### config.mk
export PLATFORM = sky130hd
export DESIGN_NAME = acc_frame_feeder
export DESIGN_NICKNAME = d
export VERILOG_FILES = /design/src/rtl/acc_frame_feeder.sv
export SDC_FILE = /design/constraint.sdc
export NUM_CORES = 1
export LEC_CHECK = 0
export CAP_MARGIN = 10
export CELL_PAD_IN_SITES_DETAIL_PLACEMENT = 1
export CELL_PAD_IN_SITES_GLOBAL_PLACEMENT = 2
export CORE_ASPECT_RATIO = 1.2
export CORE_UTILIZATION = 44
export CTS_CLUSTER_SIZE = 12
export DETAILED_ROUTE_END_ITERATION = 16
export HOLD_SLACK_MARGIN = 0.1
export PLACE_DENSITY_LB_ADDON = 0.1
export SLEW_MARGIN = 15
export SYNTH_ARGS = -nofsm -noshare
export SYNTH_HDL_FRONTEND = slang
export SYNTH_SLANG_ARGS = --single-unit
export TNS_END_PERCENT = 5
### constraint.sdc
create_clock -name clk -period 3.1 [get_ports clk]
set_clock_uncertainty 0.05 [all_clocks]
set_input_delay 0.93 -clock clk [delete_from_list [all_inputs] [get_ports clk]]
set_output_delay 0.93 -clock clk [all_outputs]
set_load 0.02 [all_outputs]
### src/rtl/acc_frame_feeder.sv
// Frame feeder: buffers an input sample stream in a FIFO and issues frames of len samples to the accumulator.
// Optional WAIT-state watchdog with sticky timeout output is built when ACC_FEEDER_WDOG_EN is defined.
module acc_frame_feeder #(
  parameter int width = 32,
  parameter int len   = 16,
  parameter int depth = 32
) (
  input  logic                       clk,
  input  logic                       rst,
  input  logic                       in_valid,
  output logic                       in_ready,
  input  logic [width-1:0]           in_data,
  output logic                       start,
  output logic                       data_rdy,
  output logic [width-1:0]           indata,
  input  logic                       cal_done,
  output logic                       busy,
  output logic [$clog2(depth):0]     fill,
  output logic [15:0]                frame_cnt
`ifdef ACC_FEEDER_WDOG_EN
  ,
  output logic                       timeout
`endif
);

  localparam int AW = $clog2(depth);
  localparam int FW = AW + 1;
  localparam int BW = $clog2(len + 1);
`ifdef ACC_FEEDER_WDOG_EN
  localparam int WD_LIMIT = 2 * len + 8;
  localparam int WW = $clog2(WD_LIMIT);
`endif

  typedef enum logic [1:0] {S_IDLE, S_START, S_STREAM, S_WAIT} state_t;

  state_t            state_q, state_d;
  logic [width-1:0]  mem_q [depth];
  logic [AW-1:0]     wr_ptr_q, wr_ptr_d;
  logic [AW-1:0]     rd_ptr_q, rd_ptr_d;
  logic [FW-1:0]     fill_q, fill_d;
  logic [BW-1:0]     beat_q, beat_d;
  logic              start_q, start_d;
  logic              data_rdy_q, data_rdy_d;
  logic [width-1:0]  indata_q, indata_d;
  logic [15:0]       frame_cnt_q, frame_cnt_d;
  logic              push, pop;
`ifdef ACC_FEEDER_WDOG_EN
  logic [WW-1:0]     wd_q, wd_d;
  logic              timeout_q, timeout_d;
`endif

  assign in_ready  = (fill_q != FW'(depth));
  assign push      = in_valid && in_ready;
  assign start     = start_q;
  assign data_rdy  = data_rdy_q;
  assign indata    = indata_q;
  assign busy      = (state_q != S_IDLE);
  assign fill      = fill_q;
  assign frame_cnt = frame_cnt_q;
`ifdef ACC_FEEDER_WDOG_EN
  assign timeout   = timeout_q;
`endif

  always_comb begin
    state_d     = state_q;
    beat_d      = beat_q;
    start_d     = 1'b0;
    data_rdy_d  = 1'b0;
    indata_d    = indata_q;
    frame_cnt_d = frame_cnt_q;
    pop         = 1'b0;
`ifdef ACC_FEEDER_WDOG_EN
    wd_d        = wd_q;
    timeout_d   = timeout_q;
`endif
    case (state_q)
      S_IDLE: begin
        if (fill_q >= FW'(len)) begin
          state_d = S_START;
          start_d = 1'b1;
        end
      end
      // First word is popped here so the beat lands in the cycle right after start;
      // beat_q then counts the beats still to issue.
      S_START: begin
        state_d    = S_STREAM;
        pop        = 1'b1;
        data_rdy_d = 1'b1;
        indata_d   = mem_q[rd_ptr_q];
        beat_d     = BW'(len - 1);
      end
      S_STREAM: begin
        if (beat_q != '0) begin
          pop        = 1'b1;
          data_rdy_d = 1'b1;
          indata_d   = mem_q[rd_ptr_q];
          beat_d     = beat_q - 1'b1;
        end else begin
          state_d = S_WAIT;
`ifdef ACC_FEEDER_WDOG_EN
          wd_d    = '0;
`endif
        end
      end
      S_WAIT: begin
        if (cal_done) begin
          frame_cnt_d = frame_cnt_q + 16'd1;
          state_d     = S_IDLE;
        end
`ifdef ACC_FEEDER_WDOG_EN
        else if (wd_q == WW'(WD_LIMIT - 1)) begin
          timeout_d = 1'b1;
          state_d   = S_IDLE;
        end else begin
          wd_d = wd_q + 1'b1;
        end
`endif
      end
      default: state_d = S_IDLE;
    endcase

    wr_ptr_d = push ? wr_ptr_q + 1'b1 : wr_ptr_q;
    rd_ptr_d = pop  ? rd_ptr_q + 1'b1 : rd_ptr_q;
    case ({push, pop})
      2'b10:   fill_d = fill_q + 1'b1;
      2'b01:   fill_d = fill_q - 1'b1;
      default: fill_d = fill_q;
    endcase
  end

  always_ff @(posedge clk) begin
    if (rst) begin
      state_q     <= S_IDLE;
      wr_ptr_q    <= '0;
      rd_ptr_q    <= '0;
      fill_q      <= '0;
      beat_q      <= '0;
      start_q     <= 1'b0;
      data_rdy_q  <= 1'b0;
      indata_q    <= '0;
      frame_cnt_q <= '0;
`ifdef ACC_FEEDER_WDOG_EN
      wd_q        <= '0;
      timeout_q   <= 1'b0;
`endif
    end else begin
      state_q     <= state_d;
      wr_ptr_q    <= wr_ptr_d;
      rd_ptr_q    <= rd_ptr_d;
      fill_q      <= fill_d;
      beat_q      <= beat_d;
      start_q     <= start_d;
      data_rdy_q  <= data_rdy_d;
      indata_q    <= indata_d;
      frame_cnt_q <= frame_cnt_d;
`ifdef ACC_FEEDER_WDOG_EN
      wd_q        <= wd_d;
      timeout_q   <= timeout_d;
`endif
    end
  end

  // Storage needs no reset: pointers define which entries are live.
  always_ff @(posedge clk) begin
    if (push) mem_q[wr_ptr_q] <= in_data;
  end

endmodule

-- Yosys cells after proc, flatten, opt, wreduce, memory -nomap -nowiden
Memory sizes are Yosys's and may differ from the RTL's. A register that Yosys moved wholly into a read port is not among the register bits.
Cells that the tools add are included.
- $add $sub $neg: 6
- order comparisons: 1
- equality and inequality tests: 10
- mux-type cells: 16
- bitwise logic cells: 1
- reductions and logical operators: 10
- operators with widths (operator ; number):
    $pmux W32 S2 ; 1
    $mux W32 ; 1
    $add A16 B1 Y16 const B ; 1
    $mux W5 ; 3
    $pmux W6 S2 ; 1
    $add A5 B1 Y5 const B ; 2
    $pmux W5 S2 ; 1
    $ne A2 B2 Y1 const B ; 4
    $pmux W2 S4 ; 1
    $add A6 B1 Y6 const B ; 1
    $eq A2 B2 Y1 const B ; 3
    $ge A6 B5 Y1 const B ; 1
    $mux W2 ; 3
    $ne A6 B6 Y1 const B ; 1
    $reduce_bool A2 Y1 ; 3
    $sub A6 B1 Y6 const B ; 1
    $reduce_bool A5 Y1 ; 1
    $sub A5 B1 Y5 const B ; 1
    $eq A2 B1 Y1 const B ; 2
    $mux W1 ; 4
    $reduce_and A2 Y1 ; 2
    $reduce_and A3 Y1 ; 1
    $logic_not A2 Y1 ; 1
    $pmux W1 S2 ; 1
    3 further kinds ; 3
- register bits: 73
- memory bits (writable): 1024
- bits of input ports: 36
- output and inout port bits: 58
- logic and storage cells: 54
- memories kept: 1
- memory list (name ; words ; bits a word ; rd ports ; clocked after memory_dff ; write ports ; line ; RTL):
    mem_q ; 32 ; 32 ; 1 ; 1 ; 1 ; 37 ; logic [width-1:0] mem_q [depth];

-- Longest topological paths before layout
Gate-level depths: netlist of the first run.
- depth after elaboration: 5
- depth in mapped cells: 16
- depth with buffers taken out: 13

-- Worst setup path after synthesis of the first run
OpenSTA, ideal clock, no wires.
- kind: input to register
- start: input in_valid
- end: memory mem_q[31][0], enable pin
- library setup time: 0.421 ns
- arrival time: 2.843 ns
- required time: 2.629 ns
- path slack: -0.215 ns
- cell stages on the path: 4
- buffers on the path: 1
- cells stage by stage: o21a_1 buf_2 nand2_1 nor2_1
- longest elaborated chain between the ends: 3
- ends and longest elaborated chain (what ; line ; RTL):
    from (decl) ; 10 ; input logic in_valid,
    $logic_and A1 B1 Y1 ; 53 ; assign push = in_valid && in_ready;
    $mux W1 ; 165 ; if (push) mem_q[wr_ptr_q] <= in_data;
    $mux W1 (not written as such) ; 165 ;
    to (decl) ; 37 ;
Every way passes these cells.

-- Final worst setup path of the first run
- start: register fill_q[2] (netlist: fill[2])
- end: output in_ready
- longest elaborated chain between the ends: 1
- ends and longest elaborated chain (what ; line ; RTL):
    from (decl) ; 40 ; logic [FW-1:0] fill_q, fill_d;
    from (signal assigned) ; 150 ; fill_q <= fill_d;
    $ne A6 B6 Y1 ; 52 ; assign in_ready = (fill_q != FW'(depth));
    to (decl) ; 11 ; output logic in_ready,
Every way passes these cells.

==> flow_summary.ini, run 1 <==
[outcome]
status = complete, no violations

[grt]
gr-usage-met3 = 0.0403
top_usage_layer = met2
grt_overflow = 0
grt_pass1_wl_mm = 159
grt_pass1_vias = 22600
grt_max_degree = 47
globalRouteMet1Util = 0.306
grt_use_met2 = 0.387
grt_usage = 0.228
antenna_found_initial = 1

[power]
ir_drop_uv = 475
leakagePower_nw = 15.3
power_density_nw_per_um2 = 586
power_mw = 29.4

[critical_path]
r2r_end = fill[4]$_SDFFE_PP0P_
r2r_start = beat_q[0]$_SDFFE_PP0P_
cp-end-kind = output port
crit_fanout = 2
start_kind = flip-flop
crit_slowest_cell = or4_4
cpPeakStageDelay_ns = 0.52
worst-path-buf-inv = 1
reg2reg_depth = 13
endpoint = in_ready
worstPathArrival_ns = 1.98
worstSetupPathType = reg2out
cpLargestDelayFamily = simple AND/OR/NAND/NOR gates
cp_cell_sequence = or4_4, or2_2, buf_2
cp.depth = 3
critPathLaunch = fill[2]$_SDFFE_PP0P_
rrSetupSlack_ns = 0.18
required_ns = 2.12

[clock_network]
cts_buffer_depth = 3
clkTransAtPathRegs_ns = 0.06
cts-root-buf = clkbuf_16
cts_tree = done
clk_latency_ns = 0.68
cts_made_buffers = 109
htree_levels = 3
cts_sinks = 1102

[final_layout]
layout_common_cells = edfxtp_1 (1024), mux4_2 (256), clkbuf_16 (112)
fin_nets = 2347
syn_to_final_growth_pct = 18.7
layout.cells.non_filler = 3630
diodes = 0
layout-drive-gt1-share = 0.276
final_common_cell = edfxtp_1

[synth]
synthesis.nets = 2081
synth_edf_count = 1024
synth-seq-area-share = 0.766
synth_cell_types = 58
synthTopCellsByArea = edfxtp_1 (73%), mux4_2 (14%), dfxtp_1 (3.7%)
syn_avg_cell_area_um2 = 20.8
syn_area_um2 = 42200
synth_ff_type = edfxtp_1
synth_area_leader_cell = edfxtp_1
synth_cells = 2031
synth_warnings = 0
synth_top_area_frac = 0.729
async_flop_share = 0
ys_seq_elements = 1102

[detailed_routing]
drtIter0Drc = 1642
wl_per_cell_um = 30.0
wl_mm = 109
drtAntennaViolNets = 0
firstDrtPassIters = 5
num_vias = 20900
vias_per_cell = 5.76
drc_errors = 0

[timing]
slew_violations = 0
relSlewSlack = 0.528
period_minus_slack_ns = 2.96
rsz0062_at_grt = no
period_share = 0.955
worstMarginPinSlew_ns = 0.708
hold_violations = 0
setup_viol = 0
timing.fmax_ghz = 0.338

[worst_hold_path]
whs_path_depth = 2
hold_class = reg2reg

[placement]
dp_cells = 3446
gp_congestion = 0.796
port-buffer-count = 93
dp_hpwl_mm = 67.8

[die]
pin_count = 94
core_um2 = 95100
dieArea_um2 = 97100
start_util = 0.444
chipHeight_um = 341
placement_rows = 124
die_x_um = 285

[run]
maxCapViolCount = 0
per-layer routing:
layer	routed length (µm)	share of wire	vias to the layer above
met5	0	0	-
met4	2030	0.019	0
met3	5570	0.051	131
met2	55500	0.51	500
met1	45800	0.42	11400
li1	-	-	8902
sequential cells by signal, summed over array words and instances, names as in the netlist, named ones only:
name	cells
beat_q	5
data_rdy	1
fill	6
frame_cnt	16
indata	32
mem_q	1024
rd_ptr_q	5
start	1
state_q	2
wr_ptr_q	5
synth_stat cells, types with 10 or more instances:
library cell  instances
dfxtp_1              78
mux2_2               33
a21oi_1              38
clkbuf_1             65
edfxtp_1           1024
buf_2                40
nand2_1              84
o211ai_1             32
a22oi_1              31
mux4_2              256
ha_1                 14
inv_1                14
o22ai_1              33
xnor2_1              10
nor2_1               83
mux2i_1              57
xor2_1               12
nor3_1               30
layout make-up:
type	count	area (µm²)
flip-flops and latches	1102	32300
well taps	1260	1580
inverters	16	61.3
multi-input cells	799	9590
fillers	8306	45000
repair buffers	269	3270
clock inverters	24	184
clock buffers	160	3070
worst min path at each step:
| stage | start | end |
|---|---|---|
| final | indata[4]$_SDFFE_PP0P_ | indata[4]$_SDFFE_PP0P_ |
| after global routing | indata[29]$_SDFFE_PP0P_ | indata[29]$_SDFFE_PP0P_ |
| after CTS | indata[4]$_SDFFE_PP0P_ | indata[4]$_SDFFE_PP0P_ |
| after detailed placement | rd_ptr_q[4]$_SDFFE_PP0P_ | rd_ptr_q[4]$_SDFFE_PP0P_ |
| after global placement | frame_cnt[8]$_SDFFE_PP0P_ | frame_cnt[8]$_SDFFE_PP0P_ |
| after floorplan | rd_ptr_q[4]$_SDFFE_PP0P_ | flip-flop |
what timing repair did:
action / 4_1_cts / 5_1_grt
setup buffers: 0 / 0
gates resized for setup: 5 / 1
setup endpoints to repair: 2 / 1
cloned: 0 / 0
hold buffers: 0 / 0
worst register-to-register path, cell delays in order (launching register included):
cell and delay, ns:
dfxtp_1 0.31, inv_1 0.11, ha_1 0.20, nor4b_4 0.25, o21a_1 0.20, inv_2 0.04
ha_1 0.22, xor2_1 0.15, ha_1 0.22, nand2b_1 0.18, o41ai_1 0.25, nor3_1 0.10
or4_1 0.41, a21oi_1 0.16
metrics by stage:
step	setup slack, ns	setup TNS [ns]	hold slack (ns)	area [µm²]	util
floorplan	-0.215	-193.06	0.422	42200	-
global placement	-0.345	-0.616	0.434	46800	0.492
detailed placement	-0.326	-0.605	0.440	46800	0.492
CTS	0.0890	0	0.457	50100	0.526
global route	0.00605	0	0.486	50100	0.527
finish	0.139	0	0.449	50100	0.527
report_power, final:
part           internal [mW]  switching [mW]
Combinational          0.197           0.464
Sequential              16.3          0.0235
Clock                   6.96            5.39
cell families after synthesis:
group / synth area share
AND/OR/NAND/NOR: 0.0274
AO/OA/AOI/OAI: 0.0258
adder cells (fa/ha/maj): 0.00415
XOR/XNOR: 0.00457
multiplexers: 0.159
flip-flops: 0.766
buffers and inverters: 0.0131
Power figures use the tool's default switching activity.
==> run 2, diff against run 1 <==
Settings changed: REMOVE_ABC_BUFFERS set to 1.
==> run 2 against run 1 <==
Against the previous run:
- setup slack worse by 0.047 ns
- routed wire length down 1.0%
- power is 1.1% higher
- design area up 0.19%
- cell count increased by 0.41%
- utilization increased by 0.10 points
- first-iteration DRC count fell by 0.43%
- sequential cell count did not move
- register-to-register slack better by 0.02 ns
- non-clock buffer count unchanged
- via count fell by 0.19%
- largest cell class unchanged
==> flow_summary.ini, run 2 (same netlist as run 1, synthesis figures left out) <==
[outcome]
status = complete, no violations

[die]
die_x_um = 285
pin_count = 94
start_util = 0.444
placement_rows = 124
chipHeight_um = 341
dieArea_um2 = 97100
core_um2 = 95100

[timing]
relSlewSlack = 0.492
rsz0062_at_grt = no
hold_violations = 0
timing.fmax_ghz = 0.332
slew_violations = 0
period_minus_slack_ns = 3.01
setup_viol = 0
period_share = 0.970
worstMarginPinSlew_ns = 0.762

[grt]
grt_usage = 0.225
grt_overflow = 0
grt_max_degree = 54
antenna_found_initial = 4
grt_pass1_wl_mm = 157
grt_pass1_vias = 22800

[detailed_routing]
wl_per_cell_um = 29.6
drc_errors = 0
firstDrtPassIters = 5
vias_per_cell = 5.73
wl_mm = 108
drtIter0Drc = 1635
drtAntennaViolNets = 0
num_vias = 20900

[clock_network]
cts-root-buf = clkbuf_16
cts_made_buffers = 110
htree_levels = 3
cts_setup_buffers = 0
clkTransAtPathRegs_ns = 0.06
cts_sinks = 1102
clk_latency_ns = 0.69
cts_tree = done
cts_buffer_depth = 3

[placement]
port-buffer-count = 93
gp_congestion = 0.773
dp_hpwl_mm = 63.7

[final_layout]
diodes = 0
nFillCells = 8309
multi_input_area_um2 = 9580
regMostFlops = mem_q
layout_common_cells = edfxtp_1 (1024), mux4_2 (256), clkbuf_16 (111)
register_area_um2 = 32300
largest_register_ffs = 1024
layout-drive-gt1-share = 0.279
final_core_util = 0.528
final_common_cell = edfxtp_1
fin_nets = 2348
syn_to_final_growth_pct = 18.9

[critical_path]
worstPathArrival_ns = 2.03
cp-end-kind = output port
worstSetupPathType = reg2out
start_kind = flip-flop
crit_fanout = 2
required_ns = 2.12

[worst_hold_path]
hold_class = reg2reg

[power]
leakagePower_nw = 15.4
power_density_nw_per_um2 = 592
power_mw = 29.7
ir_drop_uv = 450

[run]
maxCapViolCount = 0
-- run 2: cell types whose count changed in the layout (fill, tap and decap cells not counted) --
cell	delta
clkbuf_8	+9
clkbuf_1	+7
buf_12	-5
buf_4	+5
clkinv_1	-4
clkinv_2	+2
inv_16	+2
clkbuf_16	-1
clkinv_8	+1
inv_6	-1
nor4b_2	+1
nor4b_4	-1
-- run 2: path summary, 6_finish.rpt --
check | start | to | slack, ns | cells past startpoint
setup / recovery | fill[1]$_SDFFE_PP0P_ | in_ready | 0.09 | 3
hold / removal | rd_ptr_q[1]$_SDFFE_PP0P_ | flip-flop | 0.44 | 2
setup reg to reg | beat_q[0]$_SDFFE_PP0P_ | fill[4]$_SDFFE_PP0P_ | 0.20 | 13
hold reg to reg | rd_ptr_q[1]$_SDFFE_PP0P_ | flip-flop | 0.44 | 2
-- run 2: what timing repair did --
item                                    4_1_cts  5_1_grt
hold buffers                                  0        0
endpoints found under the setup margin        2        0
endpoints found under the hold margin         0        0
resized for setup                             5        0
-- run 2: metal layers --
layer | GRT usage | vias to the layer above | wire, µm
li1 | - | 8934 | -
met1 | 0.309 | 11300 | 46500
met2 | 0.381 | 503 | 54200
met3 | 0.0340 | 130 | 4940
met4 | 0.0552 | 0 | 2160
met5 | 0 | - | 0
-- run 2: worst max-delay path: stages (launching register included) --
cell and delay (ns):
dfxtp_1 0.31, or4_4 0.55, or2_2 0.32, buf_2 0.16
-- run 2: layout make-up --
type                       count  share of cell area
clock buffer                 175              0.0637
clock inverter                24             0.00451
inverter                      16             0.00122
multi-input combinational    799               0.191
sequential                  1102               0.644
tap                         1260              0.0314
timing repair buffer         269              0.0639
-- run 2: per-stage QoR --
step	worst slack, ns	hold slack, ns	TNS [ns]	instances	cell area [µm²]
6_report	0.0922	0.440	0	3645	50200
5_1_grt	0.0288	0.474	0	3645	50200
4_1_cts	0.0409	0.444	0	3645	50200
3_5_place_dp	-0.339	0.432	-0.576	3446	46800
3_3_place_gp	-0.312	0.423	-0.499	3446	46800
2_1_floorplan	-8.93	0.419	-503.59	1917	41700
-- run 2: where the power goes --
| group | internal, mW | leakage (nW) | switching [mW] |
|---|---|---|---|
| registers | 16.3 | 9.86 | 0.0223 |
| clock network | 7.22 | 1.67 | 5.51 |
| logic | 0.192 | 3.85 | 0.429 |
| total | 23.7 | 15.4 | 5.96 |
